### config.mk
export PLATFORM = sky130hd
export DESIGN_NAME = hazard_fwd_ctrl
export DESIGN_NICKNAME = d
export VERILOG_FILES = /design/src/rtl/hazard_fwd_ctrl.sv
export SDC_FILE = /design/constraint.sdc
export NUM_CORES = 1
export LEC_CHECK = 0
export CORE_AREA = 10 10 87 89
export DETAILED_ROUTE_END_ITERATION = 8
export DIE_AREA = 0 0 97 99
export HOLD_SLACK_MARGIN = 0.05
export MAX_ROUTING_LAYER = met4
export PLACE_DENSITY = 0.78
export REMOVE_ABC_BUFFERS = 1
export SLEW_MARGIN = 20
export SYNTH_ARGS = -nofsm -noshare
export SYNTH_HDL_FRONTEND = slang
export SYNTH_SLANG_ARGS = --single-unit
### constraint.sdc
create_clock -name clk -period 3.3 [get_ports clk]
set_input_delay 0.33 -clock clk [delete_from_list [all_inputs] [get_ports clk]]
set_output_delay 0.33 -clock clk [all_outputs]
set_load 0.02 [all_outputs]
### src/rtl/hazard_fwd_ctrl.sv
// Hazard/forwarding controller for a 5-stage MIPS pipeline: operand forwarding,
// stall/flush generation, MDU busy-window sequencing and a saturating stall counter.
module hazard_fwd_ctrl #(
  parameter int unsigned MDU_LAT = 8,
  parameter int unsigned CNT_W   = 32
) (
  input  logic             clk,
  input  logic             rst_n,
  input  logic [4:0]       rs_d,
  input  logic [4:0]       rt_d,
  input  logic [4:0]       rs_e,
  input  logic [4:0]       rt_e,
  input  logic [4:0]       write_reg_e,
  input  logic [4:0]       write_reg_m,
  input  logic [4:0]       write_reg_w,
  input  logic             reg_write_e,
  input  logic             reg_write_m,
  input  logic             reg_write_w,
  input  logic             mem_to_reg_e,
  input  logic             mem_to_reg_m,
  input  logic             branch_d,
  input  logic             pc_src_d,
  input  logic             jump_d,
  input  logic             hilo_read_d,
  input  logic             mdu_start_d,
  input  logic             mdu_start_e,
  output logic [1:0]       forward_a_e,
  output logic [1:0]       forward_b_e,
  output logic             forward_a_d,
  output logic             forward_b_d,
  output logic             stall_f,
  output logic             stall_d,
  output logic             flush_d,
  output logic             flush_e,
  output logic             mdu_busy,
  output logic [CNT_W-1:0] stall_cnt
);

  localparam int unsigned CW = $clog2(MDU_LAT + 1);

  typedef enum logic {IDLE, BUSY} state_t;

  state_t        state;
  logic [CW-1:0] cnt;

  logic          m_rs_e, w_rs_e, m_rt_e, w_rt_e;
  logic          m_rs_d, m_rt_d, e_rs_d, e_rt_d;
  logic          lw_stall, br_stall, hilo_stall, stall;
  logic [1:0]    fwd_a, fwd_b;

  // A stage supplies register r only if it writes a non-zero destination equal to r.
  function automatic logic match(input logic we, input logic [4:0] wr, input logic [4:0] r);
    return we && (wr != 5'd0) && (wr == r);
  endfunction

  always_comb begin
    m_rs_e = match(reg_write_m, write_reg_m, rs_e);
    w_rs_e = match(reg_write_w, write_reg_w, rs_e);
    m_rt_e = match(reg_write_m, write_reg_m, rt_e);
    w_rt_e = match(reg_write_w, write_reg_w, rt_e);
    m_rs_d = match(reg_write_m, write_reg_m, rs_d);
    m_rt_d = match(reg_write_m, write_reg_m, rt_d);
    e_rs_d = match(reg_write_e, write_reg_e, rs_d);
    e_rt_d = match(reg_write_e, write_reg_e, rt_d);
  end

  // M has priority over W; code 2'b11 is unreachable.
  always_comb begin
    fwd_a = 2'b00;
    fwd_b = 2'b00;
    if (m_rs_e)      fwd_a = 2'b10;
    else if (w_rs_e) fwd_a = 2'b01;
    if (m_rt_e)      fwd_b = 2'b10;
    else if (w_rt_e) fwd_b = 2'b01;
  end

  always_comb begin
    lw_stall   = mem_to_reg_e && (rt_e != 5'd0) && ((rt_e == rs_d) || (rt_e == rt_d));
    br_stall   = branch_d && (e_rs_d || e_rt_d || (mem_to_reg_m && (m_rs_d || m_rt_d)));
    hilo_stall = (hilo_read_d || mdu_start_d) && ((state == BUSY) || mdu_start_e);
    stall      = lw_stall || br_stall || hilo_stall;
  end

  // Everything is held at zero while reset is asserted, combinational paths included.
  always_comb begin
    forward_a_e = rst_n ? fwd_a : 2'b00;
    forward_b_e = rst_n ? fwd_b : 2'b00;
    forward_a_d = rst_n && m_rs_d;
    forward_b_d = rst_n && m_rt_d;
    stall_f     = rst_n && stall;
    stall_d     = rst_n && stall;
    flush_e     = rst_n && stall;
    flush_d     = rst_n && (pc_src_d || jump_d) && !stall;
    mdu_busy    = rst_n && (state == BUSY);
  end

  // MDU window: busy for MDU_LAT cycles after the issue cycle; re-issue while busy is ignored.
  always_ff @(posedge clk or negedge rst_n) begin
    if (!rst_n) begin
      state <= IDLE;
      cnt   <= '0;
    end else begin
      case (state)
        IDLE: begin
          if (mdu_start_e) begin
            state <= BUSY;
            cnt   <= CW'(MDU_LAT - 1);
          end
        end
        BUSY: begin
          if (cnt == '0) state <= IDLE;
          else           cnt   <= cnt - CW'(1);
        end
        default: state <= IDLE;
      endcase
    end
  end

  always_ff @(posedge clk or negedge rst_n) begin
    if (!rst_n)                          stall_cnt <= '0;
    else if (stall && (stall_cnt != '1)) stall_cnt <= stall_cnt + CNT_W'(1);
  end

endmodule
==> results of run 1 <==
## routing by layer
metal  track usage (%)  share of wire, %  wire length (um)  vias to the layer above
met5                 -                 0                 0                        -
met3              3.14               5.6               434                        7
met1              21.2                48              3720                     1139
met4              3.52              0.68                53                        0
met2              25.0                46              3600                       86
li1                  -                 -                 -                     1156
## registers in the layout, summed over array words and instances (netlist names)
register   flops
state          1
stall_cnt     32
cnt            4
## worst register-to-register path: stages (launching register included)
cell and delay, ps:
dfrtp_1 470, nand4_1 180, nor2_1 260, and3_1 360
and2_1 210, and3_1 180, buf_4 220, nor2_2 80
mux2_4 310
## layout make-up
type / instances / area share (%)
clock inverter: 1 / 0.134
clock buffer: 7 / 2.58
sequential: 37 / 24.8
multi-input combinational: 218 / 42.6
inverter: 6 / 0.604
timing repair buffer: 103 / 26.7
tap: 75 / 2.52
## layout by cell type, fill, tap and decap left out, drive strengths merged, types with 2 or more instances in the layout
cell           count
nand2             10
clkbuf             7
a21oi              5
or4                6
and3               6
or2                2
nand4             13
xnor2             21
dfrtp             37
nor3b              2
nand3             18
xor2              61
and2               4
o211ai             2
nor4              12
clkdlybuf4s50     88
buf               14
ha                 3
nor2              12
inv                6
nor3              28
## power by group through the flow
stage               clock network, mW  registers [mW]  logic (mW)
floorplan                           0           0.776       0.319
global placement                    0           0.700       0.746
detailed placement                  0           0.702       0.768
CTS                             0.355           0.698       0.771
global route                    0.378           0.719       0.825
finish                          0.344           0.699       0.761
## how the worst min path moves through the flow
stage                               from                         to  cells past startpoint
4_1_cts                            rst_n  stall_cnt[28]$_DFFE_PN0P_                      2
3_3_place_gp   stall_cnt[26]$_DFFE_PN0P_  stall_cnt[26]$_DFFE_PN0P_                      1
2_1_floorplan                      rst_n         cnt[0]$_DFFE_PN0P_                      0
3_5_place_dp   stall_cnt[26]$_DFFE_PN0P_  stall_cnt[26]$_DFFE_PN0P_                      1
5_1_grt                            rst_n  stall_cnt[29]$_DFFE_PN0P_                      2
6_report                           rst_n  stall_cnt[29]$_DFFE_PN0P_                      2
## cell families after synthesis
group,after synthesis,share of synthesized area (%)
buf+inv,27,5.37
fa+ha+maj,3,1.41
mux,1,0.565
xor+xnor,82,27.0
simple gates,117,26.1
compound gates,15,4.62
flops,37,34.9
==> summary.txt, run 1 <==
Max VDD drop -> 0.449 mV
Slowest cell on crit path -> clkdlybuf4s50_1
Ys flop type -> dfrtp_1
Crit path time final -> 3130 ps
Critical-path cell list -> clkdlybuf4s50_1 -> or4_1 -> o21a_1 -> and3_4 -> a2111oi_4 -> nor2b_1 -> clkdlybuf4s50_1
Slew @ Worst Pin -> 794 ps
Hpwl dp -> 6060 um
# rows -> 28
Detailed-router iteration count before antenna repair -> 4
FILL cells -> 488
Die ar. -> 9600 um^2
Status -> finished, final reports clean
Sequential share of the synthesized area -> 34.9%
Clock Sinks -> 37
Count leader, synth -> xor2_1
Initial antenna violation count -> 0
Int Power -> 1.13 mW
Vias in the first global route -> 2402
Worst-skew pair later-pin latency -> 290 ps
Starting Density -> 45.4%
Storage element area -> 926 um^2
Die width -> 97 um
Final WS setup -> 169 ps
Synth area leader -> dfrtp_1
CTS Buf Count -> 5
Arrival time worst endpoint -> 2800 ps
First-pass GRT wire length -> 12600 um
Synth-to-layout area growth -> 40.3%
PostCTS Resize Cnt -> 0
Worst Reg-to-Reg Cells -> 8
Fin area -> 3730 um^2
Nets -> 422
Cts hold-fix bufs -> 0
Synth cell count leaders -> xor2_1, dfrtp_1, xnor2_1
Routed Antenna Nets -> 0
TritonCTS clock tree -> yes
Drt wl/cell -> 17.5 um
Final Total Pwr -> 1.80 mW
Worst hold slack -> 166 ps
Final Routed Wirelength -> 7800 um
CP max stage delay -> 560 ps
Max-slew headroom -> 46.9%
CP Launch Type -> primary input
Top cell type's share of synthesized area -> 34.9%
Levels on crit path -> 7
Max Root-Sink Buffers -> 2
Worst-path clk slew -> 70 ps
Psw -> 669 uW
H-Tree Depth -> 2
Period utilization -> 94.9%
Post-synth ARST share -> 100%
Unrepaired setup endpoints after global routing -> no
Crit path max-delay family -> buffers and inverters
Synthesized area -> 2660 um^2
Chip height -> 99 um
Post-CTS Setup Bufs -> 0
Area contributors post-synth -> dfrtp_1, xor2_1, xnor2_1
CP Max Fanout -> 4
Unique cell type count in the Yosys netlist -> 38
Root buf cell -> clkbuf_8
Total Neg Setup Slack -> 0 ps
Worst setup EP type -> primary output
#FFs+latches synth -> 37
Worst reg2reg setup slack -> 900 ps
Sequential share of power -> 38.8%
CP required -> 2970 ps
Final setup fails -> 0
Peak Freq -> 319 MHz
Final count of hold timing violations -> 0
N_diodes -> 0
Post-Synthesis Cells -> 282
Post-synth EDFFs -> 0
Crit path from -> write_reg_m[2]
Multi-input combinational cell area -> 1590 um^2
Placed Cells -> 439
Reg2reg start -> stall_cnt[8]$_DFFE_PN0P_
Final instance count without filler cells -> 447
Share of layout cells above drive strength 1 -> 10.2%
Final Util -> 63.7%
Yosys warns -> 0
Worst setup endpoint -> stall_d
Io pins -> 91
FF-to-FF End -> stall_cnt[1]$_DFFE_PN0P_
Sw frac -> 37.1%
Routed vias/inst -> 5.34
Grt total ovfl -> 0
Part of the power in combinational logic -> 42.2%
Max_cap viols -> 0
Total track usage -> 16.1%
Most frequent CP cell -> clkdlybuf4s50_1
RePlAce Congestion -> 0.904
Worst slack at placement -> 53.1 ps
DRT iter0 DRCs -> 133
Largest net degree at the start of global routing -> 44
Clock Power Share -> 19.0%
Leakage -> 1.58 nW
Slew Viols, Final -> 0
Pwr/cell area -> 484 nW/um^2
WP buf/inv -> 2
Worst Setup Path Type -> primary input to primary output
Mean Syn Cell Area -> 9.42 um^2
Clock Skews -> 8.73 ps
Via count -> 2388
DRC violations left -> 0
Hold Crit Class -> primary input to async pin
Core ar. -> 5850 um^2
Placed cell areas -> 3620 um^2
Port-buffer cells -> 90
Note: power is estimated with default switching activity, not from simulation.
==> run 2, diff against run 1 <==
==> constraint.sdc (replaced) <==
create_clock -name clk -period 3.4 [get_ports clk]
set_input_delay 0.34 -clock clk [delete_from_list [all_inputs] [get_ports clk]]
set_output_delay 0.34 -clock clk [all_outputs]
set_load 0.02 [all_outputs]
==> summary.txt, run 2 (synthesis results as in run 1) <==
Hold Crit Class -> primary input to async pin (unchanged)
Worst slack at placement -> 127 ps (was 53.1 ps)
DRT iter0 DRCs -> 135 (was 133)
Unrepaired setup endpoints after global routing -> no (unchanged)
First-pass GRT wire length -> 12800 um (was 12600 um)
Synth-to-layout area growth -> 40.4% (was 40.3%)
# rows -> 28 (unchanged)
Routed wl met2 -> 3560 um (was 3600 um)
Max-slew headroom -> 47.4% (was 46.9%)
CP required -> 3060 ps (was 2970 ps)
Max_cap viols -> 0 (unchanged)
Io pins -> 91 (unchanged)
Final count of hold timing violations -> 0 (unchanged)
Die width -> 97 um (unchanged)
Leakage -> 1.56 nW (was 1.58 nW)
Worst-skew pair later-pin latency -> 300 ps (was 290 ps)
CP Max Fanout -> 4 (unchanged)
Clock Sinks -> 37 (unchanged)
Slew Viols, Final -> 0 (unchanged)
CP Launch Type -> primary input (unchanged)
H-Tree Depth -> 2 (unchanged)
Vias in the first global route -> 2475 (was 2402)
DRC violations left -> 0 (unchanged)
Most frequent cells in the layout -> clkdlybuf4s50_1, xor2_1, dfrtp_1, xnor2_1 (unchanged)
Slew @ Worst Pin -> 786 ps (was 794 ps)
Arrival time worst endpoint -> 2940 ps (was 2800 ps)
Pwr/cell area -> 473 nW/um^2 (was 484 nW/um^2)
PostCTS Resize Cnt -> 0 (unchanged)
Initial antenna violation count -> 0 (unchanged)
Period utilization -> 96.5%
Part of the power in combinational logic -> 41.6% (was 42.2%)
Met3 WL -> 426 um (was 434 um)
Crit path time final -> 3280 ps
Uppermost routed layer -> met4 (unchanged)
Slowest cell on crit path -> clkdlybuf4s50_1 (unchanged)
Port-buffer cells -> 90 (unchanged)
Post-CTS Setup Bufs -> 0 (unchanged)
CTS Buf Count -> 5 (unchanged)
Worst Setup Path Type -> primary input to primary output (unchanged)
Root buf cell -> clkbuf_8 (unchanged)
Drt wl/cell -> 17.5 um (about the same)
Int Power -> 1.10 mW (was 1.13 mW)
Final instance count without filler cells -> 447 (unchanged)
Status -> finished, final reports clean (unchanged)
Largest net degree at the start of global routing -> 44 (unchanged)
Critical-path cell list -> clkdlybuf4s50_1 -> or4_1 -> o21a_1 -> and3_4 -> a2111oi_4 -> o211a_1 -> clkdlybuf4s50_1 (was clkdlybuf4s50_1 -> or4_1 -> o21a_1 -> and3_4 -> a2111oi_4 -> nor2b_1 -> clkdlybuf4s50_1)
Via count -> 2416 (was 2388)
Total track usage -> 16.4% (was 16.1%)
Final Routed Wirelength -> 7810 um (was 7800 um)
Clock Skews -> 9.20 ps (was 8.73 ps)
TritonCTS clock tree -> yes (unchanged)
WP buf/inv -> 2 (unchanged)
Worst setup EP type -> primary output (unchanged)
Placed Cells -> 439 (unchanged)
Detailed-router iteration count before antenna repair -> 4 (unchanged)
Routed vias/inst -> 5.40 (was 5.34)
Peak Freq -> 305 MHz
Core ar. -> 5850 um^2 (unchanged)
Grt total ovfl -> 0 (unchanged)
Routed Antenna Nets -> 0 (unchanged)
Final setup fails -> 0 (unchanged)
Max VDD drop -> 0.374 mV (was 0.449 mV)
Sequential share of power -> 38.2% (was 38.8%)
CP max stage delay -> 610 ps (was 560 ps)
Die ar. -> 9600 um^2 (unchanged)
Crit path max-delay family -> buffers and inverters (unchanged)
Nets -> 422 (unchanged)
Final WS setup -> 118 ps (was 169 ps)
Final Util -> 63.7% (about the same)
Largest register FFs -> 32 (unchanged)
Hpwl dp -> 5990 um (was 6060 um)
Sw frac -> 37.4% (was 37.1%)
Biggest register -> stall_cnt (unchanged)
Total Neg Setup Slack -> 0 ps (unchanged)
Chip height -> 99 um (unchanged)
Clock Power Share -> 20.2% (was 19.0%)
Largest regs -> stall_cnt (32), cnt (4), state (1) (unchanged)
N_diodes -> 0 (unchanged)
Metal-1 WL -> 3760 um (was 3720 um)
Starting Density -> 45.4% (unchanged)
Cts hold-fix bufs -> 0 (unchanged)
Max Root-Sink Buffers -> 2 (unchanged)
Worst-path clk slew -> 80 ps (was 70 ps)
RePlAce Congestion -> 0.921 (was 0.904)
Share of layout cells above drive strength 1 -> 10.2% (unchanged)
Psw -> 660 uW (was 669 uW)
Final Total Pwr -> 1.76 mW (was 1.80 mW)
Most frequent CP cell -> clkdlybuf4s50_1 (unchanged)
Most common cell after layout, fill and taps aside -> clkdlybuf4s50_1 (unchanged)
==> run 2: cell count changes in the layout (fill, tap and decap cells not counted) <==
cell	previous run	this run
clkdlybuf4s50_1	88	89
clkinv_2	1	0
dlymetal6s2s_1	1	0
inv_6	0	1
==> run 2: metal layers <==
metal  global-route usage [%]  vias to the layer above
met5                        -                        -
met3                     3.49                        7
li1                         -                     1155
met1                     21.6                     1166
met4                     3.41                        0
met2                     25.4                       88
==> run 2: layout make-up <==
class                   instances  area, um^2
fillers                       489        2120
clock inverters                 1        8.76
repair buffers                103         993
inverters                       6        22.5
flip-flops and latches         37         926
multi-input cells             218        1590
well taps                      75        93.8
clock buffers                   7        96.3
==> run 2: per-stage QoR <==
step	instance area [um^2]	hold slack [ps]
6_report	3730	145
2_1_floorplan	2540	44.4
3_3_place_gp	3620	474
3_5_place_dp	3620	474
4_1_cts	3730	172
5_1_grt	3730	181
==> run 2: power by group through the flow <==
| stage | Sequential [mW] | Clock (mW) | Combinational, mW |
|---|---|---|---|
| 2_1_floorplan | 0.753 | 0 | 0.310 |
| 6_report | 0.674 | 0.357 | 0.733 |
| 3_3_place_gp | 0.680 | 0 | 0.724 |
| 5_1_grt | 0.699 | 0.381 | 0.810 |
| 4_1_cts | 0.674 | 0.365 | 0.745 |
| 3_5_place_dp | 0.678 | 0 | 0.741 |
==> run 2: path summary, 6_finish.rpt <==
kind	start	to	slack [ps]	cells after the start
hold reg to reg	stall_cnt[23]$_DFFE_PN0P_	stall_cnt[23]$_DFFE_PN0P_	490	1
setup / recovery	write_reg_m[1]	flush_d	120	7
hold / removal	rst_n	stall_cnt[30]$_DFFE_PN0P_	150	2
max in group asynchronous	rst_n	stall_cnt[4]$_DFFE_PN0P_	2870	2
min in group clk	stall_cnt[23]$_DFFE_PN0P_	stall_cnt[23]$_DFFE_PN0P_	490	1
setup reg to reg	stall_cnt[8]$_DFFE_PN0P_	stall_cnt[15]$_DFFE_PN0P_	790	8
